File: config.mk
export PLATFORM = sky130hd
export DESIGN_NAME = controlador_entrada_rpn
export DESIGN_NICKNAME = d
export VERILOG_FILES = /design/src/rtl/controlador_entrada_rpn.sv
export SDC_FILE = /design/constraint.sdc
export NUM_CORES = 1
export LEC_CHECK = 0
export BUFFER_PORTS_ARGS = -buffer_cell sky130_fd_sc_hd__buf_4
export CAP_MARGIN = 30
export CORE_ASPECT_RATIO = 2
export CORE_MARGIN = 2
export CORE_UTILIZATION = 35
export DETAILED_ROUTE_END_ITERATION = 12
export GPL_ROUTABILITY_DRIVEN = 1
export PLACE_DENSITY_LB_ADDON = 0.12
export REMOVE_ABC_BUFFERS = 1
export SLEW_MARGIN = 15
export SYNTH_ARGS = -nofsm -noshare
export SYNTH_HDL_FRONTEND = slang
export SYNTH_SLANG_ARGS = --single-unit
File: constraint.sdc
create_clock -name clk -period 3.4 [get_ports clk]
set_input_delay 0.68 -clock clk [delete_from_list [all_inputs] [get_ports clk]]
set_output_delay 0.68 -clock clk [all_outputs]
set_load 0.05 [all_outputs]
File: src/rtl/controlador_entrada_rpn.sv
// controlador_entrada_rpn: debounced button/switch front-end that issues single-cycle commands to sistema_rpn.
module controlador_entrada_rpn #(
  parameter int DEBOUNCE_CYCLES = 4
) (
  input  logic       clk,
  input  logic       rst_n,
  input  logic [7:0] chaves,
  input  logic [2:0] seletor_op,
  input  logic       botao_numero,
  input  logic       botao_operacao,
  input  logic       botao_executar,
  output logic [7:0] entrada,
  output logic [2:0] operacao,
  output logic       entrada_numero,
  output logic       entrada_operacao,
  output logic       executar,
  output logic       erro_sequencia,
  output logic [1:0] contagem_operandos,
  output logic       ocupado
);
  typedef enum logic [1:0] {OCIOSO, FILTRANDO, EMITINDO, AGUARDA_SOLTAR} estado_t;
  localparam logic [7:0] LIM = 8'(DEBOUNCE_CYCLES - 1);
  estado_t    r_estado, w_prox;
  logic [2:0] r_sync1, r_sync2;
  logic [7:0] r_cont, w_cont;
  logic [1:0] r_sel, w_sel;
  logic [7:0] r_entrada, w_entrada;
  logic [2:0] r_operacao, w_operacao;
  logic [3:0] r_pulsos, w_pulsos;
  logic [1:0] r_contagem, w_contagem;
  logic       r_ocupado;
  logic       w_qualquer, w_ativo, w_op_ok;
  assign w_qualquer = |r_sync2;
  assign w_ativo = (r_sel == 2'd0) ? r_sync2[0] : (r_sel == 2'd1) ? r_sync2[1] : r_sync2[2];
  assign w_op_ok = r_contagem == 2'd2;
  always_comb begin
    w_prox = r_estado;
    w_cont = r_cont;
    w_sel = r_sel;
    w_entrada = r_entrada;
    w_operacao = r_operacao;
    w_pulsos = '0;
    w_contagem = r_contagem;
    case (r_estado)
      OCIOSO:
        if (w_qualquer) begin
          w_prox = FILTRANDO;
          w_cont = 8'd1;
          w_sel = r_sync2[0] ? 2'd0 : r_sync2[1] ? 2'd1 : 2'd2;
        end
      FILTRANDO:
        if (!w_ativo) w_prox = OCIOSO;
        else if (r_cont != LIM) w_cont = r_cont + 8'd1;
        else begin
          w_prox = EMITINDO;
          w_entrada = chaves;
          // a rejected operation leaves the pending operation code untouched
          w_operacao = (r_sel == 2'd1 && !w_op_ok) ? r_operacao : seletor_op;
          w_pulsos[0] = r_sel == 2'd0;
          w_pulsos[1] = r_sel == 2'd1 && w_op_ok;
          w_pulsos[2] = r_sel == 2'd2;
          w_pulsos[3] = r_sel == 2'd1 && !w_op_ok;
          w_contagem = (r_sel == 2'd0) ? (w_op_ok ? 2'd2 : r_contagem + 2'd1) :
                       (r_sel == 2'd1 && w_op_ok) ? 2'd1 : r_contagem;
        end
      EMITINDO: begin
        w_prox = AGUARDA_SOLTAR;
        w_cont = 8'd0;
      end
      AGUARDA_SOLTAR:
        if (w_qualquer) w_cont = 8'd0;
        else if (r_cont == LIM) w_prox = OCIOSO;
        else w_cont = r_cont + 8'd1;
      default: w_prox = OCIOSO;
    endcase
  end
  always_ff @(posedge clk or negedge rst_n)
    if (!rst_n) begin
      r_estado <= OCIOSO;
      r_sync1 <= '0;
      r_sync2 <= '0;
      r_cont <= '0;
      r_sel <= '0;
      r_entrada <= '0;
      r_operacao <= '0;
      r_pulsos <= '0;
      r_contagem <= '0;
      r_ocupado <= 1'b0;
    end else begin
      r_sync1 <= {botao_executar, botao_operacao, botao_numero};
      r_sync2 <= r_sync1;
      r_estado <= w_prox;
      r_cont <= w_cont;
      r_sel <= w_sel;
      r_entrada <= w_entrada;
      r_operacao <= w_operacao;
      r_pulsos <= w_pulsos;
      r_contagem <= w_contagem;
      r_ocupado <= w_prox != OCIOSO;
    end
  assign entrada = r_entrada;
  assign operacao = r_operacao;
  assign {erro_sequencia, executar, entrada_operacao, entrada_numero} = r_pulsos;
  assign contagem_operandos = r_contagem;
  assign ocupado = r_ocupado;
endmodule
==> run metrics, run 1 <==
final critical-path required period=~2 ns; Vias/cell=between 5 and 6; core area=roughly 4300 sq um; CTS tree=done; Layout area overhead=27.1%; maximum VDD drop=0.681 mV; Rows=34; Slew Limit Fails=0; Netlist Area Pre-Place=about 1500 sq um; initial antenna violation count=0; Worst Slack Setup Final=roughly 1.4 ns; Yosys reg bits=36; fin area=around 2000 sq um; worst r2r src=r_estado[0]; DR WL/cell=14.4 microns; critical path's slowest cell=or4_1; first-pass GRT wire length=between 5 and 6 mm; Final period util=57.5%; root buf cell=clkbuf_8; Sequential cell area=around 900 sq um; pin count of the biggest net entering global routing=37; setup TNS=0 ns; Max stage delay on crit path=between 0.5 and 0.6 ns; Post-DP Area=about 1800 sq um; CP arrival=approximately 2.2 ns; post-CTS setup buffers=0; clock skew=between 0.009 and 0.01 ns; status=finished, final reports clean; CP required=around 3.6 ns; Setup WS pre-CTS=approximately 1.4 ns; Final Wtd Congestion=roughly 0.74; measured slew at the worst slew-check pin=about 0.58 ns; Critical path buffers and inverters=0; cts bufs inserted=5; Pwr Total=between 1.5 and 2 mW; post-layout util=between 40% and 50%; Synth cell types=35; yosys warns=0; nets=183; Bufs on Longest Clock Path=2; die area=5010 sq um; Max-slew headroom=60.7%; Final HPWL DP=2.37 mm; Leak=about 0.89 nW; I/O Pins=34; number of port buffers=33; critical path fanouts, max=16; CP startpoint=r_estado[0]; Critical Path End Type=flop; fillers=~420; Mapped Cells=~130; Sink Count=36; Clk pin slew, worst setup/hold paths=0.08 ns; Post-synth EDFFs=0; R2R setup slack=about 1.4 ns; height of the die=98.1 microns; Max-Cap Viols=0; Detailed Routing Iterations Pass 1=2; Final setup viols=0; post-synthesis sequential area ratio=58.2%; post-route ant nets=0; share of layout cells above drive strength 1=between 30% and 40%; WS Path Type=reg -> reg; Fin. Hold Viols=0; cell count along the critical path=5; area of the multi-input gates=597 sq um; Post-CTS Resized=0; FF-to-FF End=r_cont[7]; Reg2Reg Depth=5; fmax=~0.51 GHz; Post-Route WL=approximately 3.2 mm; Max H-tree Level=2; critical path cell sequence=nand2b_1 -> a21oi_4 -> o2bb2ai_2 -> or4_1 -> a21oi_1; Async S/R FF share, synth=100%; Power Density=963 nW/um^2; First DRT Iteration DRCs=30; Total Routing Usage GR=between 10% and 20%; Top FF cell, synth=dfrtp_1; antenna cells=0; DRC errors left=0; unrepaired setup endpoints after global routing=no; grt total ovfl=0; Hold/Removal Path Class=in -> async; Crit path max-delay family=simple AND/OR/NAND/NOR gates; crit path launch type=flop; syn avg cell area=~12 sq um; vias in the first global route=roughly 1.2k; Post-CTS Hold Fix Bufs=0; die span in x=approximately 50 microns; Initial Util=around 36%; Clock Latency Late Sink=just under 0.3 ns; Critical Path End=r_cont[7]; vias=around 1.1k
==> state kept, by name, indices dropped and copies added, names as in the netlist <==
register	cells
r_sync2	3
r_sel	2
r_cont	8
r_pulsos	4
r_estado	2
entrada	8
operacao	3
r_sync1	3
ocupado	1
contagem_operandos	2
==> how the worst min path moves through the flow <==
stage,from,slack [ns],end,depth (start not counted)
2_1_floorplan,r_sync1[0],0.33,r_sync2[0],0
3_3_place_gp,r_sync1[2],0.33,r_sync2[2],0
3_5_place_dp,r_sync1[2],0.34,r_sync2[2],0
4_1_cts,rst_n,0.35,r_cont[5],1
5_1_grt,r_sync1[2],0.36,r_sync2[2],0
6_report,rst_n,0.34,r_cont[5],1
==> placed cells by master (no fill, tap or decap), types with 2 or more instances in the layout <==
cell type / count
ha_1: 3
nor4_1: 4
a21oi_1: 9
inv_1: 6
nand2b_1: 2
nand4_1: 2
nand2_1: 5
dfrtp_1: 36
buf_4: 34
nor2_1: 4
or3_1: 5
o21ai_0: 11
o21a_1: 2
clkbuf_8: 7
nand3_1: 4
nor2b_1: 2
mux2_2: 11
==> power by group <==
group	total (mW)	leakage, nW	switching, mW	internal (mW)
clock	0.408	0.0645	0.149	0.259
combinational	0.813	0.368	0.524	0.290
sequential	0.676	0.456	0.121	0.554
total	1.90	0.889	0.794	1.10
==> layout make-up <==
class                      instances  share of cell area [%]
clock buffer                       7                    4.89
clock inverter                     1                    1.52
inverter                           6                    1.14
multi-input combinational         81                    30.3
sequential                        36                    45.7
tap                               54                    3.43
timing repair buffer              34                    13.0
==> cells in the mapped netlist, types with 2 or more instances <==
library cell,number,area (sq um)
a21oi_1,9,45.0
buf_2,2,10.0
dfrtp_1,36,901
ha_1,3,37.5
inv_1,6,22.5
mux2_2,11,124
nand2_1,5,18.8
nand2b_1,2,12.5
nand3_1,4,20.0
nand4_1,2,12.5
nor2_1,4,15.0
nor2b_1,2,12.5
nor4_1,4,25.0
o21a_1,2,15.0
o21ai_0,11,55.1
or3_1,5,31.3
==> routing by layer <==
metal	GRT usage, %	part of all wire, %
met5	0	0
met4	8.11	2.9
met3	3.36	4.8
met2	26.0	58
met1	14.0	35
==> stage by stage <==
stage	hold WS [ns]	instances
floorplan	0.331	123
global placement	0.332	211
detailed placement	0.339	211
CTS	0.353	219
global route	0.359	219
finish	0.342	219
==> cell families after synthesis <==
logic type,share of synthesized area (%)
flip-flops,58.2
AND/OR/NAND/NOR,13.2
multiplexers,9.61
AO/OA/AOI/OAI,13.2
adder cells (fa/ha/maj),2.42
buffers and inverters,3.31
Power figures use the tool's default switching activity.
==> run 2: changes to the inputs <==
==> constraint.sdc (replaced) <==
create_clock -name clk -period 1.6 [get_ports clk]
set_input_delay 0.32 -clock clk [delete_from_list [all_inputs] [get_ports clk]]
set_output_delay 0.32 -clock clk [all_outputs]
set_load 0.05 [all_outputs]
==> run 2 against run 1 <==
  * The run now ends with setup timing left
  * Fmax up 14%
  * Final cell count up 12%
  * First-iteration DRC count down 10%
  * Total power up 130%
  * Combinational power rose to 3.0 times the previous value
  * Worst setup slack worse by 1.6 ns
  * Die area unchanged
  * Largest power group unchanged
==> run metrics, run 2 (synthesis results as in run 1) <==
die area=around 5000 sq um; critical path fanouts, max=3; maximum VDD drop=between 1 and 1.5 mV; Sw Pwr=approximately 1.9 mW; Final setup viols=20; critical path cell sequence=nor4_2 -> nand3_2 -> nor2_4 -> o21a_2 -> mux2_4; Worst Slack Setup Final=-0.114 ns; crit path launch type=flop; measured slew at the worst slew-check pin=approximately 0.45 ns; placed cell count=roughly 230; pin count of the biggest net entering global routing=37; Post-DP Area=2010 sq um; Leak=approximately 1.0 nW; Power Density=1930 nW/um^2; height of the die=approximately 98 microns; cts bufs inserted=5; die span in x=51.0 microns; core area=between 4000 and 5000 sq um; share of layout cells above drive strength 1=between 50 and 60%; Final period util=107%; power share of the combinational group=a little over half; Initial Util=a little over a third; WS Path Type=reg -> reg; first-pass GRT wire length=5.95 mm; Bufs on Longest Clock Path=2; First DRT Iteration DRCs=27; unrepaired setup endpoints after global routing=yes; Max stage delay on crit path=approximately 0.4 ns; vias=around 1.2k; Hold/Removal Path Class=in -> reg; Pint=about 2.5 mW; Sw Share=a little over two fifths; Final HPWL DP=approximately 2.6 mm; final critical-path required period=roughly 1.7 ns; DRC errors left=0; DR WL/cell=around 15 microns; Max-slew headroom=between 70 and 80%; CP arrival=1.88 ns; fillers=around 380; sequential group share of total power=30.4%; vias in the first global route=1320; root buf cell=clkbuf_8; initial antenna violation count=0; Max H-tree Level=2; nets=210; Critical Path End Type=flop; most frequent cells in the layout=buf_4 (56), dfrtp_1 (36), mux2_4 (7), clkbuf_8 (7); Slew Limit Fails=0; failing checks=setup timing; CTS tree=done; Clk pin slew, worst setup/hold paths=around 0.070 ns; clock skew=roughly 0.007 ns; most common cell after layout, fill and taps aside=buf_4; critical path's slowest cell=dfrtp_1; post-layout util=between 50% and 60%; Total Routing Usage GR=approximately 16%; Final Wtd Congestion=around 0.74; fin area=2300 sq um; antenna cells=0; Layout area overhead=48.4%; fmax=around 0.58 GHz; I/O Pins=34; CP required=around 1.8 ns; Rows=34; Detailed Routing Iterations Pass 1=4; Fin. Hold Viols=0; fin cells=roughly 250; Pwr Total=about 4.4 mW; Sink Count=36; number of port buffers=33; status=complete, but fails checks; post-route ant nets=0; Clock power frac=between 10% and 20%; Post-Route WL=about 3.7 mm; Max-Cap Viols=0; Clock Latency Late Sink=around 0.28 ns; Vias/cell=roughly 5.0; grt total ovfl=0
## run 2: per-stage QoR
| stage | setup TNS, ns | setup slack (ns) | hold slack (ns) |
|---|---|---|---|
| 6_report | -1.21 | -0.114 | 0.143 |
| 5_1_grt | -2.91 | -0.183 | 0.130 |
| 4_1_cts | -0.695 | -0.0601 | 0.137 |
| 3_5_place_dp | -1.74 | -0.155 | 0.306 |
| 3_3_place_gp | -1.21 | -0.130 | 0.301 |
| 2_1_floorplan | -4.75 | -0.499 | 0.0244 |
## run 2: path summary, 6_finish.rpt
kind	start	to	slack, ns	depth (start not counted)
worst max-delay path	r_cont[6]	operacao[1]	-0.11	5
worst min-delay path	botao_executar	r_sync1[2]	0.14	1
worst max register to register	r_cont[6]	operacao[1]	-0.11	5
worst min register to register	r_sync1[2]	r_sync2[2]	0.35	0
max in group asynchronous	rst_n	r_sync2[0]	0.76	2
min in group asynchronous	rst_n	r_cont[5]	0.52	2
## run 2: cell type report
| type | instances | area (sq um) | area share (%) |
|---|---|---|---|
| clock buffers | 7 | 96.3 | 4.19 |
| inverters | 6 | 22.5 | 0.980 |
| multi-input cells | 81 | 727 | 31.6 |
| flip-flops and latches | 36 | 901 | 39.2 |
| well taps | 54 | 67.6 | 2.94 |
| repair buffers | 61 | 484 | 21.1 |
## run 2: what timing repair did
| action | in CTS | in global routing |
|---|---|---|
| resized for setup | 13 | 27 |
| gates cloned | 1 | 0 |
| pin swaps | 12 | 6 |
| setup endpoints to repair | 22 | 24 |
| hold buffers | 1 | 0 |
| setup buffers | 1 | 2 |
| endpoints found under the hold margin | 7 | 0 |
## run 2: critical path: cells and delay by family, from the launching register on
family | cells | cell delay (ns)
mux | 1 | 0.31
compound gates | 1 | 0.21
simple gates | 3 | 0.69
flops | 1 | 0.40
## run 2: metal layers
metal	up-vias	share of wire [%]	track usage, %
met3	6	3.3	3.52
met5	-	0	0
li1	578	-	-
met2	30	58	27.9
met1	607	37	17.2
met4	0	2.0	7.07
## run 2: power groups by stage
stage / logic (mW) / registers [mW] / clock network [mW]
2_1_floorplan: 0.644 / 2.02 / 0
3_3_place_gp: 2.04 / 1.35 / 0
3_5_place_dp: 2.08 / 1.36 / 0
4_1_cts: 2.24 / 1.35 / 0.701
5_1_grt: 2.55 / 1.38 / 0.738
6_report: 2.41 / 1.35 / 0.686
==> run 3: changes to the inputs <==
--- a/config.mk
+++ b/config.mk
@@ -5,6 +5,7 @@
 export SDC_FILE = /design/constraint.sdc
 export NUM_CORES = 1
 export LEC_CHECK = 0
+export ABC_AREA = 1
 export BUFFER_PORTS_ARGS = -buffer_cell sky130_fd_sc_hd__buf_4
 export CAP_MARGIN = 30
 export CORE_ASPECT_RATIO = 2
==> run 3 against run 2 <==
  * The flow now finishes without violations
  * First-iteration DRC count fell by 15%
  * Area after synthesis rose by 15%
  * Die area rose by 14%
  * Critical path depth rose by 3
  * Clock-buffer cell count rose by 1
  * Routed wire length rose by 12%
  * Total power fell by 11%
  * Sequential cell count did not move
  * Combinational power fell by 20%
==> run metrics, run 3 <==
Post-synth EDFFs=0; Critical path buffers and inverters=1; Crit path max-delay family=simple AND/OR/NAND/NOR gates; crit path launch type=flop; Leak=about 1.2 nW; CP arrival=between 1.5 and 2 ns; post-route ant nets=0; cts bufs inserted=5; antenna cells=0; leading post-synthesis cells by cell area=dfrtp_1 (51%), nand2_1 (20%), nand3_1 (4.5%); CTS tree=done; Total Routing Usage GR=16.0%; fin cells=331; Clk pin slew, worst setup/hold paths=roughly 0.070 ns; maximum VDD drop=roughly 1.2 mV; Post-Route WL=around 4 mm; Mapped Cells=~220; final critical-path required period=about 1.5 ns; most common cell after layout, fill and taps aside=nand2_1; Final period util=between 90 and 100%; pin count of the biggest net entering global routing=37; root buf cell=clkbuf_8; largest area contributor in the netlist=dfrtp_1; measured slew at the worst slew-check pin=approximately 0.46 ns; Slew Limit Fails=0; WS Path Type=reg -> reg; Detailed Routing Iterations Pass 1=4; I/O Pins=34; Max-slew headroom=approximately 70%; Vias/cell=approximately 4.6; critical path's slowest cell=dfrtp_1; Hold/Removal Path Class=in -> reg; syn avg cell area=a little over 8 sq um; Final Wtd Congestion=0.780; Initial Util=between 30% and 40%; most used cell, CP=nand2_1; most frequent cells in the layout=nand2_1 (95), buf_4 (46), dfrtp_1 (35), inv_1 (20), nand3_1 (16); Power Density=between 1500 and 2000 nW/um^2; post-synthesis sequential area ratio=50.6%; Fin. Hold Viols=0; post-layout util=46.9%; die span in x=around 54 microns; worst r2r src=r_cont[7]; CP startpoint=r_cont[7]; die area=5710 sq um; Critical Path End=entrada[6]; most frequent cell after synthesis=nand2_1; height of the die=105 microns; Max stage delay on crit path=0.40 ns; Top FF cell, synth=dfrtp_1; synth cell count leaders=nand2_1 (95), dfrtp_1 (36), inv_1 (20); Bufs on Longest Clock Path=2; Critical Path End Type=flop; placed cell count=approximately 320; core area=4860 sq um; Sink Count=36; status=finished, final reports clean; DRC errors left=0; first-pass GRT wire length=6.70 mm; number of port buffers=33; Async S/R FF share, synth=between 90% and 100%; Final HPWL DP=between 3 and 4 mm; fmax=between 0.6 and 0.7 GHz; yosys warns=0; Max-Cap Viols=0; unrepaired setup endpoints after global routing=no; vias=1536; critical path cell sequence=nor2_2 -> nand2_1 -> nor2_4 -> nand2_4 -> nor2_8 -> buf_4 -> nand2_1 -> nand2_1; clock skew=~0.011 ns; Clock Latency Late Sink=roughly 0.29 ns; Synth cell types=24; nets=~300; Max H-tree Level=2; CP required=between 1.5 and 2 ns; setup TNS=0 ns; Reg2Reg Depth=8; First DRT Iteration DRCs=23; critical path fanouts, max=6; Rows=36; grt total ovfl=0; Pwr Total=between 3 and 4 mW; share of the synthesized area in the top cell type=between 50% and 60%; Netlist Area Pre-Place=1780 sq um; DR WL/cell=between 10 and 15 microns; FF-to-FF End=entrada[6]; initial antenna violation count=0; cell count along the critical path=8; share of layout cells above drive strength 1=between 20 and 30%; vias in the first global route=between 1k and 1.5k; R2R setup slack=about 0.13 ns; Layout area overhead=28.1%; Final setup viols=0; Yosys reg bits=36
==> run 3: changes by cell type in the layout (fill, tap and decap cells not counted), moves of 5 or more <==
cell | before | now
nand2_1 | 5 | 95
nand3_1 | 3 | 16
buf_4 | 56 | 46
inv_1 | 5 | 20
a21oi_1 | 5 | 0
mux2_2 | 5 | 0
mux2_4 | 7 | 0
nor2_1 | 2 | 13
==> run 3: cell type report <==
class | count | area, sq um
sequential | 36 | 902
inverter | 23 | 88.8
clock buffer | 8 | 90.1
tap | 57 | 71.3
multi-input combinational | 159 | 762
timing repair buffer | 48 | 367
fill | 516 | 2580
==> run 3: cell families after synthesis <==
group                    count (synthesis)  share of synthesized area [%]
AND/OR/NAND/NOR                        143                           36.1
flip-flops                              36                           50.6
buffers and inverters                   26                           6.75
AO/OA/AOI/OAI                           12                           4.01
adder cells (fa/ha/maj)                  3                           2.11
XOR/XNOR                                 1                          0.492
==> run 3: worst min-delay path by stage <==
stage,from,end,slack (ns),depth (start not counted)
6_report,botao_numero,r_sync1[0],0.14,1
5_1_grt,botao_executar,r_sync1[2],0.13,1
3_3_place_gp,rst_n,contagem_operandos[0],0.30,1
3_5_place_dp,rst_n,contagem_operandos[0],0.31,1
2_1_floorplan,rst_n,contagem_operandos[0],0.02,0
4_1_cts,botao_executar,r_sync1[2],0.13,1
==> run 3: per-layer routing <==
metal / up-vias / global-route usage (%) / wire [microns]
met5: - / 0 / 0
met4: 0 / 5.89 / 70
met3: 5 / 2.57 / 94
met2: 21 / 29.4 / 2450
met1: 716 / 16.9 / 1470
li1: 794 / - / -
==> run 3: what timing repair did <==
item,CTS,global route
gates resized for setup,0,7
endpoints found under the setup margin,0,13
hold endpoints to repair,9,0
setup buffers,0,5
hold buffers,1,0
==> run 3: power breakdown <==
part | leakage, nW | internal (mW) | switching (mW) | total (mW)
logic | 0.719 | 0.596 | 1.34 | 1.93
clock network | 0.0455 | 0.351 | 0.309 | 0.660
registers | 0.441 | 1.17 | 0.189 | 1.36
total | 1.21 | 2.12 | 1.84 | 3.95
==> run 3: per-stage QoR <==
stage / hold WS, ns / cell area [sq um] / setup slack, ns
after floorplan: 0.0244 / 1750 / 0.122
after global placement: 0.305 / 2130 / 0.0184
after detailed placement: 0.309 / 2130 / 0.0311
after CTS: 0.134 / 2230 / 0.0143
after global routing: 0.135 / 2280 / 0.00248
final: 0.144 / 2280 / 0.125
